`src/rtl/arb_mux_pkg.sv`:
```
`default_nettype none
// ============================================================================
//  Module      : arb_mux_pkg
//  Description : Shared encodings for the arb_mux arbitrating multiplexer:
//                arbitration mode values and output-register FSM states.
//  Revision    : 1.0 - initial release
// ============================================================================
package arb_mux_pkg;

    // Arbitration mode, as driven on the 'mode' input
    localparam logic c_MODE_FIXED = 1'b0;
    localparam logic c_MODE_RR    = 1'b1;

    // Output register occupancy
    typedef enum logic [0:0] {
        ST_EMPTY = 1'b0,
        ST_FULL  = 1'b1
    } state_t;

endpackage : arb_mux_pkg
`default_nettype wire

```
`src/rtl/arb_mux_rr_pick.sv`:
```
`default_nettype none
// ============================================================================
//  Module      : rr_pick
//  Description : Round-robin priority picker. Returns the first set bit of
//                'valid' found by searching upward from 'ptr', wrapping from
//                NCH-1 back to 0.
//  Ports       : valid [NCH-1:0] in  - request vector
//                ptr   [IW-1:0]  in  - search start position
//                found           out - any request present
//                idx   [IW-1:0]  out - winning channel (0 when !found)
//  Revision    : 1.0 - initial release
// ============================================================================
module rr_pick #(
    parameter int NCH = 4,
    parameter int IW  = $clog2(NCH)
) (
    input  logic [NCH-1:0] valid,
    input  logic [IW-1:0]  ptr,
    output logic           found,
    output logic [IW-1:0]  idx
);

    // Walk offsets from the farthest to the nearest so the nearest match
    // (lowest offset from ptr) is the last one written and therefore wins.
    always_comb begin
        int v_c;
        found = 1'b0;
        idx   = '0;
        v_c   = 0;
        for (int k = NCH - 1; k >= 0; k--) begin
            v_c = int'(ptr) + k;
            if (v_c >= NCH) begin
                v_c = v_c - NCH;
            end
            if (valid[v_c[IW-1:0]]) begin
                found = 1'b1;
                idx   = v_c[IW-1:0];
            end
        end
    end

endmodule : rr_pick
`default_nettype wire

```
`src/rtl/arb_mux.sv`:
```
`default_nettype none
// ============================================================================
//  Module      : arb_mux
//  Description : NCH-channel valid/ready arbitrating multiplexer with a
//                single registered output slot. Fixed-select or round-robin
//                arbitration; full throughput when downstream is ready.
//  Ports       : clk, rst        - clock, synchronous active-high reset
//                in_data/in_valid/in_ready - per-channel input handshake,
//                                  channel i at in_data[i*WIDTH +: WIDTH]
//                sel, mode       - fixed channel select / 0=fixed 1=rr
//                out_data/out_chan/out_valid/out_ready - output handshake
//                xfer_cnt        - 16-bit output handshake counter
//                                  (only when ARB_MUX_CNT_EN is defined)
//  Config      : `define ARB_MUX_CNT_EN to add the xfer_cnt counter/port.
//  Revision    : 1.0 - initial release
// ============================================================================
module arb_mux
    import arb_mux_pkg::*;
#(
    parameter int WIDTH = 32,
    parameter int NCH   = 4
) (
    input  logic                     clk,
    input  logic                     rst,
    input  logic [NCH*WIDTH-1:0]     in_data,
    input  logic [NCH-1:0]           in_valid,
    output logic [NCH-1:0]           in_ready,
    input  logic [$clog2(NCH)-1:0]   sel,
    input  logic                     mode,
    output logic [WIDTH-1:0]         out_data,
    output logic [$clog2(NCH)-1:0]   out_chan,
    output logic                     out_valid,
    input  logic                     out_ready
`ifdef ARB_MUX_CNT_EN
    ,
    output logic [15:0]              xfer_cnt
`endif
);

    localparam int c_IW = $clog2(NCH);

    state_t              r_state;
    state_t              w_state_nxt;
    logic [WIDTH-1:0]    r_data;
    logic [c_IW-1:0]     r_chan;
    logic [c_IW-1:0]     r_rr_ptr;

    logic                w_load;
    logic                w_fix_vld;
    logic                w_rr_found;
    logic [c_IW-1:0]     w_rr_idx;
    logic                w_gnt_vld;
    logic [c_IW-1:0]     w_gnt_idx;
    logic                w_xfer;
    logic [WIDTH-1:0]    w_chan_data [NCH];

    // ------------------------------------------------------------------
    // Unpack the flat input bus into per-channel words
    // ------------------------------------------------------------------
    generate
        for (genvar i = 0; i < NCH; i++) begin : g_unpack
            assign w_chan_data[i] = in_data[i*WIDTH +: WIDTH];
        end
    endgenerate

    // ------------------------------------------------------------------
    // Arbitration
    // ------------------------------------------------------------------
    assign out_valid = (r_state == ST_FULL);
    assign w_load    = ~out_valid | out_ready;

    // A select value beyond the last channel (possible when NCH is not a
    // power of two) grants nothing.
    always_comb begin
        w_fix_vld = 1'b0;
        if (int'(sel) < NCH) begin
            w_fix_vld = in_valid[sel];
        end
    end

    rr_pick #(
        .NCH (NCH),
        .IW  (c_IW)
    ) u_rr_pick (
        .valid (in_valid),
        .ptr   (r_rr_ptr),
        .found (w_rr_found),
        .idx   (w_rr_idx)
    );

    always_comb begin
        w_gnt_vld = 1'b0;
        w_gnt_idx = '0;
        if (mode == c_MODE_RR) begin
            w_gnt_vld = w_rr_found;
            w_gnt_idx = w_rr_idx;
        end else begin
            w_gnt_vld = w_fix_vld;
            w_gnt_idx = sel;
        end
    end

    // Nothing is accepted while reset is asserted, so a word offered in a
    // reset cycle is never lost silently upstream.
    assign w_xfer = w_load & w_gnt_vld & ~rst;

    generate
        for (genvar i = 0; i < NCH; i++) begin : g_ready
            assign in_ready[i] = w_xfer & (w_gnt_idx == c_IW'(i));
        end
    endgenerate

    // ------------------------------------------------------------------
    // Output register FSM
    // ------------------------------------------------------------------
    always_ff @(posedge clk) begin
        if (rst) begin
            r_state <= ST_EMPTY;
        end else begin
            r_state <= w_state_nxt;
        end
    end

    always_comb begin
        w_state_nxt = r_state;
        case (r_state)
            ST_EMPTY: begin
                if (w_xfer) begin
                    w_state_nxt = ST_FULL;
                end
            end
            ST_FULL: begin
                // Drain without refill empties; drain with refill stays full.
                if (out_ready && !w_xfer) begin
                    w_state_nxt = ST_EMPTY;
                end
            end
            default: w_state_nxt = ST_EMPTY;
        endcase
    end

    // ------------------------------------------------------------------
    // Output data path and round-robin pointer
    // ------------------------------------------------------------------
    always_ff @(posedge clk) begin
        if (rst) begin
            r_data   <= '0;
            r_chan   <= '0;
            r_rr_ptr <= '0;
        end else if (w_xfer) begin
            r_data   <= w_chan_data[w_gnt_idx];
            r_chan   <= w_gnt_idx;
            // Pointer follows every transfer, fixed mode included, so a
            // later switch to round-robin starts after the last winner.
            r_rr_ptr <= (w_gnt_idx == c_IW'(NCH - 1)) ? '0 : w_gnt_idx + c_IW'(1);
        end
    end

    assign out_data = r_data;
    assign out_chan = r_chan;

`ifdef ARB_MUX_CNT_EN
    logic [15:0] r_cnt;

    always_ff @(posedge clk) begin
        if (rst) begin
            r_cnt <= '0;
        end else if (out_valid && out_ready) begin
            r_cnt <= r_cnt + 16'd1;
        end
    end

    assign xfer_cnt = r_cnt;
`endif

endmodule : arb_mux
`default_nettype wire

```
`config.mk`:
```
export PLATFORM = sky130hd
export DESIGN_NAME = arb_mux
export DESIGN_NICKNAME = d
export VERILOG_FILES = /design/src/rtl/arb_mux_pkg.sv /design/src/rtl/arb_mux_rr_pick.sv /design/src/rtl/arb_mux.sv
export SDC_FILE = /design/constraint.sdc
export NUM_CORES = 1
export LEC_CHECK = 0
export BUFFER_PORTS_ARGS = -buffer_cell sky130_fd_sc_hd__buf_2
export CORE_MARGIN = 3
export CORE_UTILIZATION = 43
export CTS_BUF_LIST = sky130_fd_sc_hd__clkbuf_16
export DETAILED_ROUTE_END_ITERATION = 7
export PLACE_DENSITY = 0.83
export SYNTH_ARGS = -nofsm -noshare
export SYNTH_HDL_FRONTEND = slang
export SYNTH_SLANG_ARGS = --single-unit
```
`constraint.sdc`:
```
create_clock -name clk -period 5.1 [get_ports clk]
set_clock_uncertainty 0.1 [all_clocks]
set_input_delay 1.02 -clock clk [delete_from_list [all_inputs] [get_ports clk]]
set_output_delay 1.02 -clock clk [all_outputs]
set_load 0.005 [all_outputs]
```
==> results.txt, run 1 <==
For this design the static power due to leakage is 1.79 nW. In the synthesized netlist, the number of instances is 234. After detailed routing, the number of remaining DRC violations is 0. The tools report the hold buffer count at CTS as 0. In this run the tool buffered the top-level ports with 176 buffer cells.

The run gives 0 as the number of antenna violations at the first check in global routing. Global routing consumed, over all layers together, 21.0% of the routing resources. In the synthesized netlist the async set-or-reset flop fraction comes to 0%.

In this run, CTS created clock tree buffers numbering 5. In this run the clock root is driven by a sky130_fd_sc_hd__clkbuf_16. The final global-route overflow total was 0. Sequential elements use 32.8% of the synthesized area.

In this run the remaining antenna-violating nets after routing total 0. The first global-routing pass estimated 10500 um of wire. The number of diodes was 0.

The path class of the tightest hold or removal check is reg2reg. In this design, the stage delay of the slowest critical-path cell is 490 ps. The total count of hold-check failures in the final report is 0, and the share of the synthesized area in the top cell type is 32.8%. Ranked by total cell area, the synthesized netlist is headed by sky130_fd_sc_hd__dfxtp_1 (33%), sky130_fd_sc_hd__mux2i_1 (29%), sky130_fd_sc_hd__o221ai_1 (12%), sky130_fd_sc_hd__nand2_1 (6.1%), sky130_fd_sc_hd__buf_2 (3.1%). In this run the tightest slew margin relative to its limit is 25.9%. The category of the most critical setup path is in2out. The region available for standard cell placement spans 4910 um2. Hold timing on the final database bottoms out at a slack of 357 ps.

The number of flip-flops and latches in the synthesized netlist was 37; the transition time at the pin with the least slew margin was 1110 ps. The floorplan step defined a die boundary enclosing 6160 um2. Row generation in the floorplan step produced 25 rows.

The type of element capturing the critical path is a primary output. In the finished design, the share of the clock period the worst path needs comes to 73.6%. Dividing the detail-routed wire length by the instance count gives 13.9 um. The via count of the first global-routing pass was 2466; the share of cells above drive strength 1 was 47.9%. The placer congestion estimate came out at 0.735.

The largest individual stage delay along the critical path comes from the cell sky130_fd_sc_hd__buf_4. Static timing analysis puts the maximum clock frequency at 267 MHz. The average cell area after synthesis was 9.65 um2. The most numerous cell type found on the critical path is sky130_fd_sc_hd__buf_2. Setup violations remaining at the end of the flow were counted as 0. Data on the critical path is required at its endpoint by 3980 ps. STA classifies the critical path startpoint as an input port. The tools report the startpoint of the worst register-to-register path as r_rr_ptr[1]$_SDFFE_PP0P_. The worst min-delay path startpoint was out_data[30]$_SDFFE_PP0P_. The synthesized design contains 0 enable-type register cells. In this run the worst setup path begins at in_valid[0]. For the final layout net count, the log shows 544. The tools report the maximum ir drop on the vdd rail as 0.000298 V.

TritonCTS built the clock tree. The number of nets in the synthesized netlist is 376. After synthesis the cells add up to 2260 um2. For the total setup buffers inserted after CTS, the log shows 0. Clock-pin slew was measured on the worst setup and hold paths at 60 ps. The floorplan step set the die height to 78.5 um. The later pin in the worst-skew pair is clocked with a latency of 270 ps. The leading register cell type out of synthesis was sky130_fd_sc_hd__dfxtp_1. Counting along the longest clock path gives a buffer depth of 2. Number of primary I/O pins: 177. The area growth from synthesis to layout is 47.7%.

The arrival time reported for the critical path endpoint was 2630 ps; the number of iterations in the first detailed-routing pass was 4. After clock tree synthesis, the repair step resized 0 gates. Counting instances in the post-synthesis netlist gives the leading cell types as sky130_fd_sc_hd__mux2i_1 (66), sky130_fd_sc_hd__dfxtp_1 (37), sky130_fd_sc_hd__nand2_1 (37).

The clock period could shrink to 3750 ps. The number of violations reported at the end of detailed-routing iteration 0 is 49, and the horizontal die dimension is 78.5 um. The largest net degree at the start of global routing came out at 37. The number of warnings printed during yosys synthesis was 0. The count of clock tree sinks is 37, and the number of instances on the worst hold path is 2. Synthesis instantiated 29 different standard cells from the library.

The logs give 1.03 mW for the total chip power and 2426 for the via count. Measured on the finished design, the core utilization comes to 67.9%. Max-cap violations in this run came to 0. The logic depth of the worst register-to-register path was 6. Per-cell via count in the routed design: 5.16.

The signal on the critical path passes through buf_2 -> nand2_1 -> o21ai_0 -> o21ai_1 -> o22ai_4 -> buf_4 -> ha_1 -> and2_1 -> buf_2. Count of H-tree levels built during CTS: 2. Library cell with the largest summed area after synthesis: sky130_fd_sc_hd__dfxtp_1.

The tools report the setup TNS as 0 ps. The power density over cell area was 309 nW/um2; the final HPWL from detailed placement was 5290 um. The flow ran to the end, and the final reports show no timing, DRC or antenna violations.

The aggregate routed wire length came out at 6520 um. The count of pins over their slew limit was 0; the initial core utilization was 46.0%. Setup repair after global routing left no endpoint under its margin. The maximum fanout count along the critical path is 36.

Yosys instantiated no cell more often than sky130_fd_sc_hd__mux2i_1.
-- flip-flops by register name, indices dropped and copies added (netlist names) --
name / flops
r_rr_ptr: 2
out_data: 32
out_chan: 2
out_valid: 1
-- logic make-up (layout without fill, tap and decap cells) --
group                    after synthesis  count (layout)  share of synthesized area, %
multiplexers                          67              67                          30.2
adder cells (fa/ha/maj)                4               4                          2.22
AO/OA/AOI/OAI                         50              50                          18.8
flip-flops                            37              37                          32.8
AND/OR/NAND/NOR                       51              51                          9.81
buffers and inverters                 25             194                          6.09
-- layout make-up --
cell class,instances,area (um2)
Multi-Input combinational cell,172,1390
Fill cell,417,1580
Clock buffer,5,125
Tap cell,67,83.8
Clock inverter,3,68.8
Inverter,7,26.3
Timing Repair Buffer,179,903
Sequential cell,37,741
-- power breakdown --
group / internal [mW] / switching (mW)
Clock: 0.282 / 0.114
Sequential: 0.334 / 0.0227
Combinational: 0.146 / 0.133
-- worst max-delay path: cells and delay by family --
family	cells	cell delay (ps)
AOI/OAI and AO/OA	3	470
adders and majority gates	1	230
buffers and inverters	3	730
and+or+nand+nor	2	170
-- layer usage --
layer  wire [um]  GRT usage [%]  vias up
li1            -              -     1222
met1        2450           21.6     1085
met2        3420           40.9      111
met3         559           5.62        8
met4          92           6.12        0
met5           0              0        -
-- cell usage in the layout, fill, tap and decap left out --
cell and instances:
sky130_fd_sc_hd__nor2b_1 2, sky130_fd_sc_hd__o2bb2a_1 1, sky130_fd_sc_hd__nand2_1 37, sky130_fd_sc_hd__a221oi_4 1, sky130_fd_sc_hd__o21a_1 1, sky130_fd_sc_hd__nand3_1 1, sky130_fd_sc_hd__clkbuf_16 5, sky130_fd_sc_hd__o21ai_0 2
sky130_fd_sc_hd__a22o_1 1, sky130_fd_sc_hd__nor4_1 1, sky130_fd_sc_hd__o221ai_1 32, sky130_fd_sc_hd__nand2b_1 2, sky130_fd_sc_hd__buf_4 3, sky130_fd_sc_hd__nand3b_1 1, sky130_fd_sc_hd__buf_2 176, sky130_fd_sc_hd__a21oi_1 6
sky130_fd_sc_hd__inv_6 1, sky130_fd_sc_hd__mux4_2 1, sky130_fd_sc_hd__bufinv_16 2, sky130_fd_sc_hd__o211a_1 1, sky130_fd_sc_hd__nor2_1 2, sky130_fd_sc_hd__and2_1 4, sky130_fd_sc_hd__nor2_2 1, sky130_fd_sc_hd__o32a_2 1
sky130_fd_sc_hd__a31o_2 1, sky130_fd_sc_hd__dfxtp_1 37, sky130_fd_sc_hd__ha_1 4, sky130_fd_sc_hd__o22ai_4 1, sky130_fd_sc_hd__inv_1 7, sky130_fd_sc_hd__mux2i_1 66, sky130_fd_sc_hd__o21ai_1 2
-- path summary, 6_finish.rpt --
path,to,slack [ps]
worst max register to register,out_data[0]$_SDFFE_PP0P_,2590
worst min-delay path,out_data[30]$_SDFFE_PP0P_,360
worst max-delay path,in_ready[0],1350
worst min register to register,out_data[30]$_SDFFE_PP0P_,360
-- stage by stage --
step / instance area, um2 / setup WS, ps / cells
2_1_floorplan: 2260 / 1790 / 234
3_3_place_gp: 3140 / 1450 / 462
3_5_place_dp: 3140 / 1330 / 462
4_1_cts: 3340 / 1330 / 470
5_1_grt: 3340 / 1240 / 470
6_report: 3340 / 1350 / 470
No activity file was read; power rests on OpenSTA's default activity.
==> run 2: changes to the inputs <==
- ABC_AREA: not set -> 1
- CORE_UTILIZATION: 43 -> 44
- PLACE_DENSITY: 0.83 -> 0.79
- clock period: 5.1 -> 3.8 ns (I/O delays scaled with it)
==> run 2 against run 1 <==
Global-route usage is 4.7 points higher. Final area is 15% higher. Total power is 51% higher. Setup slack worse by 910 ps. Final cell count is 55% higher. Synthesized cell count is 110% higher. Flip-flop and latch count stayed put. First-iteration DRC count grew to 2.7 times the previous value. Clock-buffer cell count stayed put. Routed wire length is 49% higher. Via count is 53% higher.
==> results.txt, run 2 <==
The flow ran to the end, and the final reports show no timing, DRC or antenna violations. The number of violations reported at the end of detailed-routing iteration 0 was 132 (+170%). The CTS clock-pin slew for the worst setup and hold paths works out to 50 ps (about the same). Met2 usage: 44.3% (+3.4 points). The leakage power figure is 2.23 nW (+24%), and the count of H-tree levels built during CTS is 2 (unchanged).

The number of diodes is 0 (unchanged), and the total count of hold-check failures in the final report is 0 (unchanged). The adder and majority gate portion of the synthesized area is 1.77% (-0.45 points), and the count of nets left with antenna violations after detail routing is 0 (unchanged). For the final global-route overflow total, the log shows 0 (unchanged).

The number of flip-flops and latches in the synthesized netlist was 37 (unchanged); the final HPWL from detailed placement was 7340 um (+39%). The setup TNS is 0 ps (unchanged). The tools report the type of element capturing the critical path as a primary output. For the finished layout, the period the worst path requires is 3360 ps. Leaving out fill and tap cells, the most frequent cells in the layout are sky130_fd_sc_hd__buf_2 (176), sky130_fd_sc_hd__nand2_1 (168), sky130_fd_sc_hd__nand3_1 (136).

Combinational family with the most area after synthesis: simple AND/OR/NAND/NOR gates. The worst relative slew slack was 66.3% (+40 points). The number of cells produced by synthesis is 495 (+110%). Initial core utilization: 46.6% (+0.65 points).

The number of filler instances in the final layout was 585 (+40%); the latest clock arrival within the worst-skew pair was 270 ps (about the same). For this run, the top clock speed supported by timing is 297 MHz. The total CTS buffers was 5 (unchanged). The final layout net count came out at 795 (+46%). The power density over cell area works out to 408 nW/um2 (+32%). The XOR/XNOR share of the synthesized area is 0% (unchanged).

Yosys attributes the largest share of cell area to sky130_fd_sc_hd__dfxtp_1 (26%), sky130_fd_sc_hd__nand3_1 (24%), sky130_fd_sc_hd__nand2_1 (22%), sky130_fd_sc_hd__nor2_1 (7.4%), sky130_fd_sc_hd__inv_1 (4.2%). Placer congestion estimate: 0.949 (+29%). The clock tree root driver cell is sky130_fd_sc_hd__clkbuf_16. The delay of the slowest critical-path stage is 570 ps (+80 ps), and the final setup violation count is 0 (unchanged). The logs give 7420 um2 (+21%) for the total die area and 49 (+32%) for the largest net degree at the start of global routing. The share of the synthesized area in compound gates (AO/OA/AOI/OAI) was 2.74% (-16 points); the proportion of synthesized flip-flops having asynchronous set or reset was 0% (unchanged). Category of the most critical setup path: reg2out. The number of max-cap violations is 0 (unchanged). Count of unique library cells instantiated by Yosys: 24 (-17%). The met3 global-route usage came out at 7.97% (+2.4 points).

The post-synthesis sequential area ratio was 26.2% (-6.6 points). The tools report the count of pins over their slew limit as 0 (unchanged). sky130_fd_sc_hd__nand2_1 is the most common cell in the netlist. The horizontal die dimension is 86.2 um (+9.8%), and the number of warnings printed during yosys synthesis is 0 (unchanged). The met1 capacity usage during global routing is 29.7% (+8.1 points). The tools report the number of antenna violations at the first check in global routing as 0 (unchanged).

sky130_fd_sc_hd__dfxtp_1 takes more of the synthesized area than any other cell. Walking the worst path, the cells encountered are inv_1 -> nand2_1 -> nand2_1 -> nand2_1 -> nand2_1 -> inv_1 -> nand2_1 -> nand2_1 -> nand2_1 -> nand2_2 -> nand2_4 -> inv_4 -> ha_1 -> inv_1 -> nor2_1 -> buf_2. The height of the die is 86.2 um (+9.8%), and the share of the synthesized area in the top cell type is 26.2% (-6.6 points).

The per-cell via count in the routed design works out to 5.08 (-1.5%). Slowest library cell on the worst path: sky130_fd_sc_hd__dfxtp_1. The busiest layer in global routing is met2.

Setup repair after global routing left no endpoint under its margin. Maximum fanout count along the critical path: 20 (-44%). The global-route wire length before repair is 15400 um (+47%). The average cell area after synthesis came out at 5.71 um2 (-41%). TritonCTS built the clock tree. The run gives 37 (unchanged) as the count of clock tree sinks. The aggregate routed wire length is 9710 um (+49%), and the utilization after layout is 63.1% (-4.8 points). The post-synthesis simple-gate area fraction is 57.5% (+48 points). The required time of the critical path came out at 2940 ps (-1040 ps). For this run, the leading register cell type out of synthesis is sky130_fd_sc_hd__dfxtp_1. Most common library cell in the layout ignoring fill and taps: sky130_fd_sc_hd__buf_2. The via count of the first global-routing pass was 3400 (+38%); the transition time at the pin with the least slew margin was 506 ps (-602 ps). The number of primary I/O pins was 177 (unchanged). The maximum ir drop on the vdd rail was 0.000187 V (-37%); the count of port buffers added during placement was 176 (unchanged).

The portion of netlist area occupied by mux cells works out to 0% (-30 points). Post-synthesis instance area: 2830 um2 (+25%). Critical path startpoint category: a flip-flop. Count of flip-flops with a built-in enable after synthesis: 0 (unchanged).

Arrival time reported for the critical path endpoint: 2500 ps (-130 ps). Among the stages of the critical path, the cell type that occurs most often is sky130_fd_sc_hd__nand2_1. The total chip power is 1.56 mW (+51%), and the number of iterations in the first detailed-routing pass is 5 (+1). The area growth from synthesis to layout works out to 35.4%. For the number of placement rows, the log shows 28 (+12%). The total of cells resized after clock tree synthesis is 0 (unchanged).

The flip-flop count of the largest register, all copies and words added was 32 (unchanged). The type of the tightest min-delay check was reg2reg. The share of cells above drive strength 1 was 31.0% (-17 points); the total nets after synthesis was 637 (+69%). The final clock period utilization by the worst path is 88.5%. The worst hold slack was 367 ps (+9.71 ps); the total track usage was 25.7% (+4.7 points). The routed length per placed instance was 13.3 um (-4.1%); the total setup buffers inserted after CTS was 0 (unchanged).

The hold buffer count at CTS came out at 0 (unchanged). For the DRC violations left, the log shows 0 (unchanged). The logs give 2 (unchanged) for the maximum count of clock buffers along a single path and 3705 (+53%) for the via count. The area of the core was 6060 um2 (+23%). Sorting the synthesized cells by how often they occur yields sky130_fd_sc_hd__nand2_1 (169), sky130_fd_sc_hd__nand3_1 (136), sky130_fd_sc_hd__nor2_1 (56).
run 2: area by class of cell:
type / count / area [um2] / area share, %
clock inverters: 3 / 37.5 / 0.981
inverters: 37 / 141 / 3.70
clock buffers: 5 / 125 / 3.27
multi-input cells: 389 / 1750 / 45.8
flip-flops and latches: 37 / 741 / 19.4
well taps: 75 / 93.8 / 2.45
repair buffers: 183 / 933 / 24.4
run 2: final timing paths:
| check | slack, ps | from | to | depth (start not counted) |
|---|---|---|---|---|
| setup / recovery | 440 | r_rr_ptr[0]$_SDFFE_PP0P_ | in_ready[1] | 16 |
| hold / removal | 370 | out_data[27]$_SDFFE_PP0P_ | out_data[27]$_SDFFE_PP0P_ | 2 |
| setup reg to reg | 1230 | r_rr_ptr[0]$_SDFFE_PP0P_ | out_data[11]$_SDFFE_PP0P_ | 12 |
| hold reg to reg | 370 | out_data[27]$_SDFFE_PP0P_ | out_data[27]$_SDFFE_PP0P_ | 2 |
run 2: stage by stage:
| step | instance area (um2) | setup WS [ps] | std cells |
|---|---|---|---|
| global route | 3830 | 226 | 729 |
| finish | 3830 | 436 | 729 |
| global placement | 3660 | 642 | 721 |
| floorplan | 2830 | 933 | 495 |
| CTS | 3830 | 463 | 729 |
| detailed placement | 3660 | 514 | 721 |
run 2: cell families (layout without fill, tap and decap cells):
family | after synthesis | in the layout
compound gates | 15 | 15
fa+ha+maj | 4 | 4
buf+inv | 69 | 228
simple gates | 370 | 370
flops | 37 | 37
run 2: layer usage:
metal | vias up | part of all wire, %
li1 | 1900 | -
met4 | 0 | 2.3
met1 | 1606 | 39
met5 | - | 0
met3 | 16 | 11
met2 | 183 | 48
run 2: power breakdown:
| group | internal (mW) | switching, mW | total (mW) |
|---|---|---|---|
| logic | 0.241 | 0.359 | 0.599 |
| clock network | 0.305 | 0.149 | 0.454 |
| registers | 0.464 | 0.0424 | 0.506 |
run 2: critical path, delay by kind of cell, from the launching register on:
| family | cells | cell delay [ps] |
|---|---|---|
| adders and majority gates | 1 | 190 |
| and+or+nand+nor | 10 | 810 |
| DFF | 1 | 570 |
| buffers and inverters | 5 | 650 |
